## config.mk

```make
export PLATFORM = sky130hd
export DESIGN_NAME = pwm_duty_ramp
export DESIGN_NICKNAME = d
export VERILOG_FILES = /design/src/rtl/pwm_pkg.sv /design/src/rtl/pwm_period_div.sv /design/src/rtl/pwm_duty_ramp.sv
export SDC_FILE = /design/constraint.sdc
export NUM_CORES = 1
export LEC_CHECK = 0
export ABC_AREA = 1
export CAP_MARGIN = 20
export CORE_MARGIN = 2
export CORE_UTILIZATION = 55
export DETAILED_ROUTE_END_ITERATION = 6
export PLACE_DENSITY = 0.79
export SKIP_CTS_REPAIR_TIMING = 1
export SYNTH_ARGS = -nofsm -noshare
export SYNTH_HDL_FRONTEND = slang
export SYNTH_SLANG_ARGS = --single-unit
```

## constraint.sdc

```tcl
create_clock -name clk -period 5.5 [get_ports clk]
set_clock_uncertainty 0.15 [all_clocks]
set_input_delay 1.1 -clock clk [delete_from_list [all_inputs] [get_ports clk]]
set_output_delay 1.1 -clock clk [all_outputs]
set_load 0.01 [all_outputs]
```

## src/rtl/pwm_pkg.sv

```systemverilog
// Shared types and helpers for the PWM duty path.
// Holds the ramp FSM states and the saturating step/clamp arithmetic.
package pwm_pkg;

   typedef enum logic {
      IDLE,
      RAMP
   } state_t;

   localparam int N_DEF = 8;
   localparam int DUTY_MAX = 1 << N_DEF;

   // One step from cur toward tgt; never passes tgt, step 0 acts as 1
   function automatic int unsigned sat_step(
      input int unsigned cur,
      input int unsigned tgt,
      input int unsigned stp
   );
      int unsigned s;
      s = (stp == 0) ? 1 : stp;
      if (cur < tgt)
         return (cur + s >= tgt) ? tgt : cur + s;
      else if (cur > tgt)
         return (cur - tgt <= s) ? tgt : cur - s;
      else
         return cur;
   endfunction

   // Limit a requested duty to the full-on value
   function automatic int unsigned clamp(
      input int unsigned v,
      input int unsigned lim
   );
      return (v > lim) ? lim : v;
   endfunction

endpackage

```

## src/rtl/pwm_period_div.sv

```systemverilog
// Period prescaler: counts period ticks and fires every rate+1 of them.
// Clear has priority; step_en is the terminal-count qualifier.
module pwm_period_div #(
   parameter int RATE_BITS = 16
) (
   input  logic                 clk,
   input  logic                 reset_n,
   input  logic                 clr,
   input  logic                 en,
   input  logic [RATE_BITS-1:0] rate,
   output logic                 step_en
);

   logic [RATE_BITS-1:0] cnt;

   assign step_en = en && (cnt == rate);

   // Count enabled ticks, wrap to zero at the terminal value
   always_ff @(posedge clk) begin
      if (!reset_n) begin
         cnt <= '0;
      end else if (clr) begin
         cnt <= '0;
      end else if (en) begin
         if (cnt == rate)
            cnt <= '0;
         else
            cnt <= cnt + 1'b1;
      end
   end

endmodule

```

## src/rtl/pwm_duty_ramp.sv

```systemverilog
// Soft-start / fade generator feeding the PWM stage.
// Steps duty toward a handshaken target only on PWM period boundaries.
import pwm_pkg::*;

module pwm_duty_ramp #(
   parameter int N = 8,
   parameter int RATE_BITS = 16
) (
   input  logic                 clk,
   input  logic                 reset_n,
   input  logic [N:0]           tgt_duty,
   input  logic                 tgt_valid,
   output logic                 tgt_ready,
   input  logic [N-1:0]         step,
   input  logic [RATE_BITS-1:0] rate,
   input  logic                 period_tick,
   input  logic                 abort,
   output logic [N:0]           duty,
   output logic                 busy,
   output logic                 done
);

   localparam int unsigned LIM = 1 << N;

   state_t     state;
   logic [N:0] tgt_q;
   logic [N:0] tgt_cl;
   logic [N:0] nxt;
   logic       fire;
   logic       tick_en;
   logic       step_en;

   assign tgt_ready = (state == IDLE);
   assign fire      = tgt_valid && tgt_ready;
   assign tick_en   = period_tick && (state == RAMP);
   assign tgt_cl    = (N+1)'(clamp(32'(tgt_duty), LIM));
   assign nxt       = (N+1)'(sat_step(32'(duty), 32'(tgt_q), 32'(step)));

   pwm_period_div #(
      .RATE_BITS(RATE_BITS)
   ) u_div (
      .clk     (clk),
      .reset_n (reset_n),
      .clr     (fire),
      .en      (tick_en),
      .rate    (rate),
      .step_en (step_en)
   );

   // Ramp FSM: accept target, step on prescaled ticks, finish or abort
   always_ff @(posedge clk) begin
      if (!reset_n) begin
         state <= IDLE;
         duty  <= '0;
         tgt_q <= '0;
         busy  <= 1'b0;
         done  <= 1'b0;
      end else begin
         done <= 1'b0;
         case (state)
            IDLE: begin
               if (fire) begin
                  tgt_q <= tgt_cl;
                  if (tgt_cl != duty) begin
                     state <= RAMP;
                     busy  <= 1'b1;
                  end else begin
                     done <= 1'b1;
                  end
               end
            end
            RAMP: begin
               if (abort) begin
                  state <= IDLE;
                  busy  <= 1'b0;
               end else if (step_en) begin
                  duty <= nxt;
                  if (nxt == tgt_q) begin
                     state <= IDLE;
                     busy  <= 1'b0;
                     done  <= 1'b1;
                  end
               end
            end
            default: begin
               state <= IDLE;
               busy  <= 1'b0;
            end
         endcase
      end
   end

endmodule

```

==> flow_summary.ini <==
[critical_path]
worstReg2RegStart = tgt_q[2]
cpPeakStageDelay_ns = 0.56
slowest_stage = clkdlybuf4s50_1
crit_arrival_ns = 5.17
rr_worst_depth = 26
r2r_slack_ns = 1.14
crit_required_ns = 5.55
critical_path.max_fanout = 6
startpoint_type = input pin
cp_common_cell = nand2_1
r2r-end = busy
critPathCaptureType = flop
crit_type = in -> reg

[clocking]
cts_tree = done
htree_levels = 2
cts_root_buf = clkbuf_8
cts.path.max_buffers = 2
clock_sinks = 37
clk_latency_ns = 0.29
cts_inserted_buffers = 5
clk_pin_slew_worst_paths_ns = 0.08

[logic_synthesis]
synth_area_mm2 = 0.00409
ys_top_cells_by_area = dfxtp_1, nand2_1, ha_1
avgSynthCellArea_um2 = 6.20
seq_area_frac_synth_pct = 18.1
synth_cell_types = 44
ys.warnings.count = 0
synthCells = 660
synth_edf_count = 0
async_flop_share_pct = 0
yosys.area.top_type = dfxtp_1
ys.flop_type = dfxtp_1
syn_nets = 744
ys_seq_elements = 37
synth_top_area_share_pct = 18.1

[die]
core_mm2 = 0.00721
initial_core_util_pct = 56.7
num_io_pins = 50
fp.dieH_um = 90.2
die_w_um = 90.2
dieArea_mm2 = 0.00814
fp-row-count = 31

[power_and_ir_drop]
power_leakage_nw = 2.43
ir_drop_v = 0.000114
powerDensity_mw_per_mm2 = 170

[cells_and_area]
drive_gt1_share_pct = 4.36
nFillCells = 682
nets = 794
fin_util_pct = 66.1
seqCellArea_um2 = 741
multi_input_area_mm2 = 0.00286
final_common_cell = nand2_1
antenna_cells = 0
final_cell_mix = nand2_1, inv_1, nand3_1
area_delta_synth_final_pct = 16.6

[place]
dp_hpwl_mm = 9.95
finalWeightedCongestion = 0.962
port_buffers = 49

[routing]
routed_wl_mm = 12.3
dr.pass1.iters = 5
routed_via_density = 5.49
drt-initial-drc-count = 323
wl_per_cell_um = 15.2
vias = 4443
drc = 0
ant_nets = 0

[sta]
fmax_mhz = 195
period_share_pct = 93.1
tightest_slew_ns = 0.608
slew_violations = 0
rsz0062_at_grt = false
setup_tns_ns = 0
final_hold_viol_count = 0
slew-limit-headroom_pct = 59.5
fin_crit_ns = 5.12
setup_viol = 0

[global_routing]
grt_pass1_wl_mm = 19.9
grt-ovfl-total = 0
grt_pass1_vias = 4157
grtUsageTotal_pct = 29.8
grt_max_degree = 14
antenna_found_initial = 0

[worst_hold_path]
min-delay-start = u_div.cnt[0]
holdPathEnd = u_div.cnt[0]
hold_depth = 2
hold_class = reg -> reg

[run_status]
status = finished, final reports clean

[run]
maxCapViolCount = 0
cells in the mapped netlist (2+ instances only):
cell type	n
nand2_1	167
inv_1	108
nand3_1	57
nor2_1	56
ha_1	43
dfxtp_1	37
a21oi_1	29
xor2_1	28
o21ai_0	22
nand4_1	18
nor3_1	11
o22ai_1	9
xnor2_1	8
inv_2	6
nor4_1	6
buf_2	4
clkbuf_1	4
nand2_2	4
clkinv_1	3
fa_1	3
nor3b_1	3
o21ai_1	3
o21bai_1	3
a31oi_1	2
buf_4	2
nor2_2	2
o2111ai_1	2
o211ai_1	2
o21bai_2	2
or4_1	2
where the power goes:
group	internal [mW]	switching (mW)	total [mW]
Sequential	0.273	0.00579	0.279
Clock	0.0878	0.0963	0.184
Combinational	0.130	0.216	0.347
state kept, by name, summed over array words and instances (netlist names):
signal     cells
busy           1
tgt_q          9
u_div.cnt     16
state          1
duty           9
done           1
kinds of logic (layout without fill, tap and decap cells):
family | count (synthesis) | after routing | share of synthesized area [%]
compound gates | 80 | 80 | 11.4
xor+xnor | 36 | 36 | 7.71
fa+ha+maj | 46 | 46 | 14.6
buf+inv | 128 | 178 | 12.2
flops | 37 | 37 | 18.1
simple gates | 333 | 334 | 36.0
per-layer routing:
layer	global-route usage, %	routed length [µm]	vias up
li1	-	-	2238
met1	40.4	5500	1989
met2	50.1	5610	182
met3	3.86	866	34
met4	7.82	302	0
met5	0	0	-
worst max-delay path by stage:
stage	from	end	slack, ns	depth (start not counted)
floorplan	step[7]	busy	1.14	30
global placement	step[3]	state	0.25	31
detailed placement	step[3]	busy	0.11	31
CTS	step[3]	busy	0.40	31
global route	step[3]	state	0.004	31
finish	step[3]	busy	0.38	31
through the flow:
step                instances  power (mW)  hold WS (ns)  cell area [µm²]  setup slack, ns
detailed placement        800       0.621         0.341             4660            0.110
CTS                       808       0.803         0.351             4750            0.403
global placement          800       0.618         0.322             4660            0.246
floorplan                 660       0.529         0.308             4090             1.14
finish                    810       0.810         0.345             4770            0.377
global route              810       0.869         0.360             4770          0.00368
critical path, delay by kind of cell:
kind            cells  cell delay, ns
simple gates       22            1.92
fa+ha+maj           3            0.96
compound gates      1            0.25
buf+inv             4            0.73
xor+xnor            1            0.20
final cells by class:
type                       count  share of cell area [%]
clock inverter                 2                   0.210
multi-input combinational    496                    60.0
clock buffer                   6                    1.52
timing repair buffer          53                    10.9
inverter                     117                    9.21
sequential                    37                    15.5
tap                           99                    2.60
Power figures use the tool's default switching activity.
==> RTL edit (same flow settings) <==
The parameter `N` goes from 8 to 9.
--- a/src/rtl/pwm_duty_ramp.sv
+++ b/src/rtl/pwm_duty_ramp.sv
@@ -3,7 +3,7 @@
 import pwm_pkg::*;
 
 module pwm_duty_ramp #(
-   parameter int N = 8,
+   parameter int N = 9,
    parameter int RATE_BITS = 16
 ) (
    input  logic                 clk,
Interface: changed (resized duty, step and tgt_duty); port bits go from 50 to 53. No check against the original RTL was run, so the function may have changed too.
==> RTL edit against the original RTL <==
  * Final area is 18% higher
  * Count of clock-buffer cells in the layout decreased by 1
  * Worst setup slack got worse by 0.10 ns
  * Sequential cell count increased by 2
  * Global-route usage rose by 1.7 points
  * Critical path type unchanged
  * Highest routed layer unchanged
  * Wire length increased by 17%
  * Combinational power grew 21%
  * Sequential power rose by 5%
  * Cell count rose by 14%
  * Power is 23% higher
  * Synthesized area up 15%
==> RTL edit: results (changes against the original RTL) <==
[layout]
fin_util=0.681  ; +0.0201
reg.largest.list=u_div.cnt x16, duty x10, tgt_q x10
design.final.nets=912  ; +15%
nFillCells=735  ; +7.8%
drive_gt1_frac=0.0900  ; +0.0464

[place]
post-place-ws_ns=-0.157  ; -0.266 ns
gp_congestion=0.976  ; +1.5%
place_area_um2=5360  ; +15%
port_buffers=52  ; +6.1%
dpl.hpwl_um=11700  ; +17%

[cts]
ctsRootBufferMaster=clkbuf_8
clkTransAtPathRegs_ns=0.07

[worst_setup_path]
rr_startpoint=duty[4]
critPathMaxStageDelay_ns=0.44  ; -0.12 ns
reg2reg_depth=27  ; +3.8%
critPathMaxFanout=8  ; +2
worstPathArrival_ns=5.25  ; +0.08 ns

[routing]
wire_per_inst_um=15.5  ; +2.2%
via_per_inst=5.74  ; +4.6%
drtIter0Drc=417  ; +29%
first_pass_iters=6  ; +1

[power]
swShare=0.368  ; -0.0252
p_leak_uw=0.00278  ; +15%
peakVddDrop_mv=0.156  ; +37%

[grt]
grt_pass1_wl_um=22800  ; +15%
grt_max_degree=15  ; +1
grt_util_all_layers=0.315  ; +0.0171
grt_pass1_vias=4812  ; +16%

[sta]
tightest_slew_ns=0.625  ; +0.0167 ns

[logic_synthesis]
ys_seq_area_frac=0.166  ; -0.0153
yosys-top-cells-count=159 x nand2_1, 139 x inv_1, 67 x nor2_1
ys_top_cells_by_area=dfxtp_1 17%, ha_1 13%, nand2_1 13%, inv_1 11%, nand3_1 6.8%
synth-async-reset-ratio=0  ; unchanged
synth_nets=852  ; +15%
ys_types=49  ; +11%

[outcome]
outcome=complete, no violations

[min_path]
min_from=busy

[RTL edit: cell types whose count changed after synthesis, sizes merged, moves of 5 or more]
cell,change
nor2,+13
inv,+29
nand3,+11
clkbuf,+6
a21oi,+15
xor2,-5
ha,+5
nand2,-7
[RTL edit: per-stage QoR]
step           hold slack (ns)  cells  power [uW]
3_3_place_gp             0.303    914         683
2_1_floorplan            0.317    761         588
6_report                 0.346    927         999
3_5_place_dp             0.351    914         693
4_1_cts                  0.361    922         980
5_1_grt                  0.397    927        1070
[RTL edit: cells by family (layout without fill, tap and decap cells)]
family	after synthesis	in the layout	share of synthesized area
AOI/OAI and AO/OA	111	111	0.141
and+or+nand+nor	365	365	0.356
xor gates and xnor gates	30	30	0.0558
buffers and inverters	165	226	0.141
DFF	39	39	0.166
adders and majority gates	51	51	0.140
[RTL edit: area by class of cell]
cell class / count / area share
Timing Repair Buffer: 73 / 0.122
Multi-Input combinational cell: 557 / 0.595
Clock buffer: 5 / 0.0122
Inverter: 145 / 0.0968
Sequential cell: 39 / 0.139
Clock inverter: 3 / 0.0120
Tap cell: 105 / 0.0234
[RTL edit: routing by layer]
metal	GRT usage	vias up	wire, um
met1	0.422	2444	6140
met3	0.0481	43	1140
met2	0.519	225	6590
met4	0.106	0	490
li1	-	2609	-
met5	0	-	0
[RTL edit: critical path: cells and delay by family]
family / cells / cell delay [ns]
AO/OA/AOI/OAI: 6 / 0.94
XOR/XNOR: 1 / 0.16
adder cells (fa/ha/maj): 3 / 0.84
buffers and inverters: 5 / 0.85
AND/OR/NAND/NOR: 12 / 1.35
[RTL edit: path summary, 6_finish.rpt]
path	endpoint	slack [ns]
max	busy	0.28
min	busy	0.35
max reg2reg	busy	0.92
min reg2reg	busy	0.35
[RTL edit: power by group through the flow]
stage | registers [uW] | logic [uW] | clock network, uW
2_1_floorplan | 298 | 290 | 0
3_3_place_gp | 300 | 383 | 0
3_5_place_dp | 300 | 393 | 0
4_1_cts | 293 | 397 | 290
5_1_grt | 294 | 470 | 301
6_report | 293 | 419 | 286
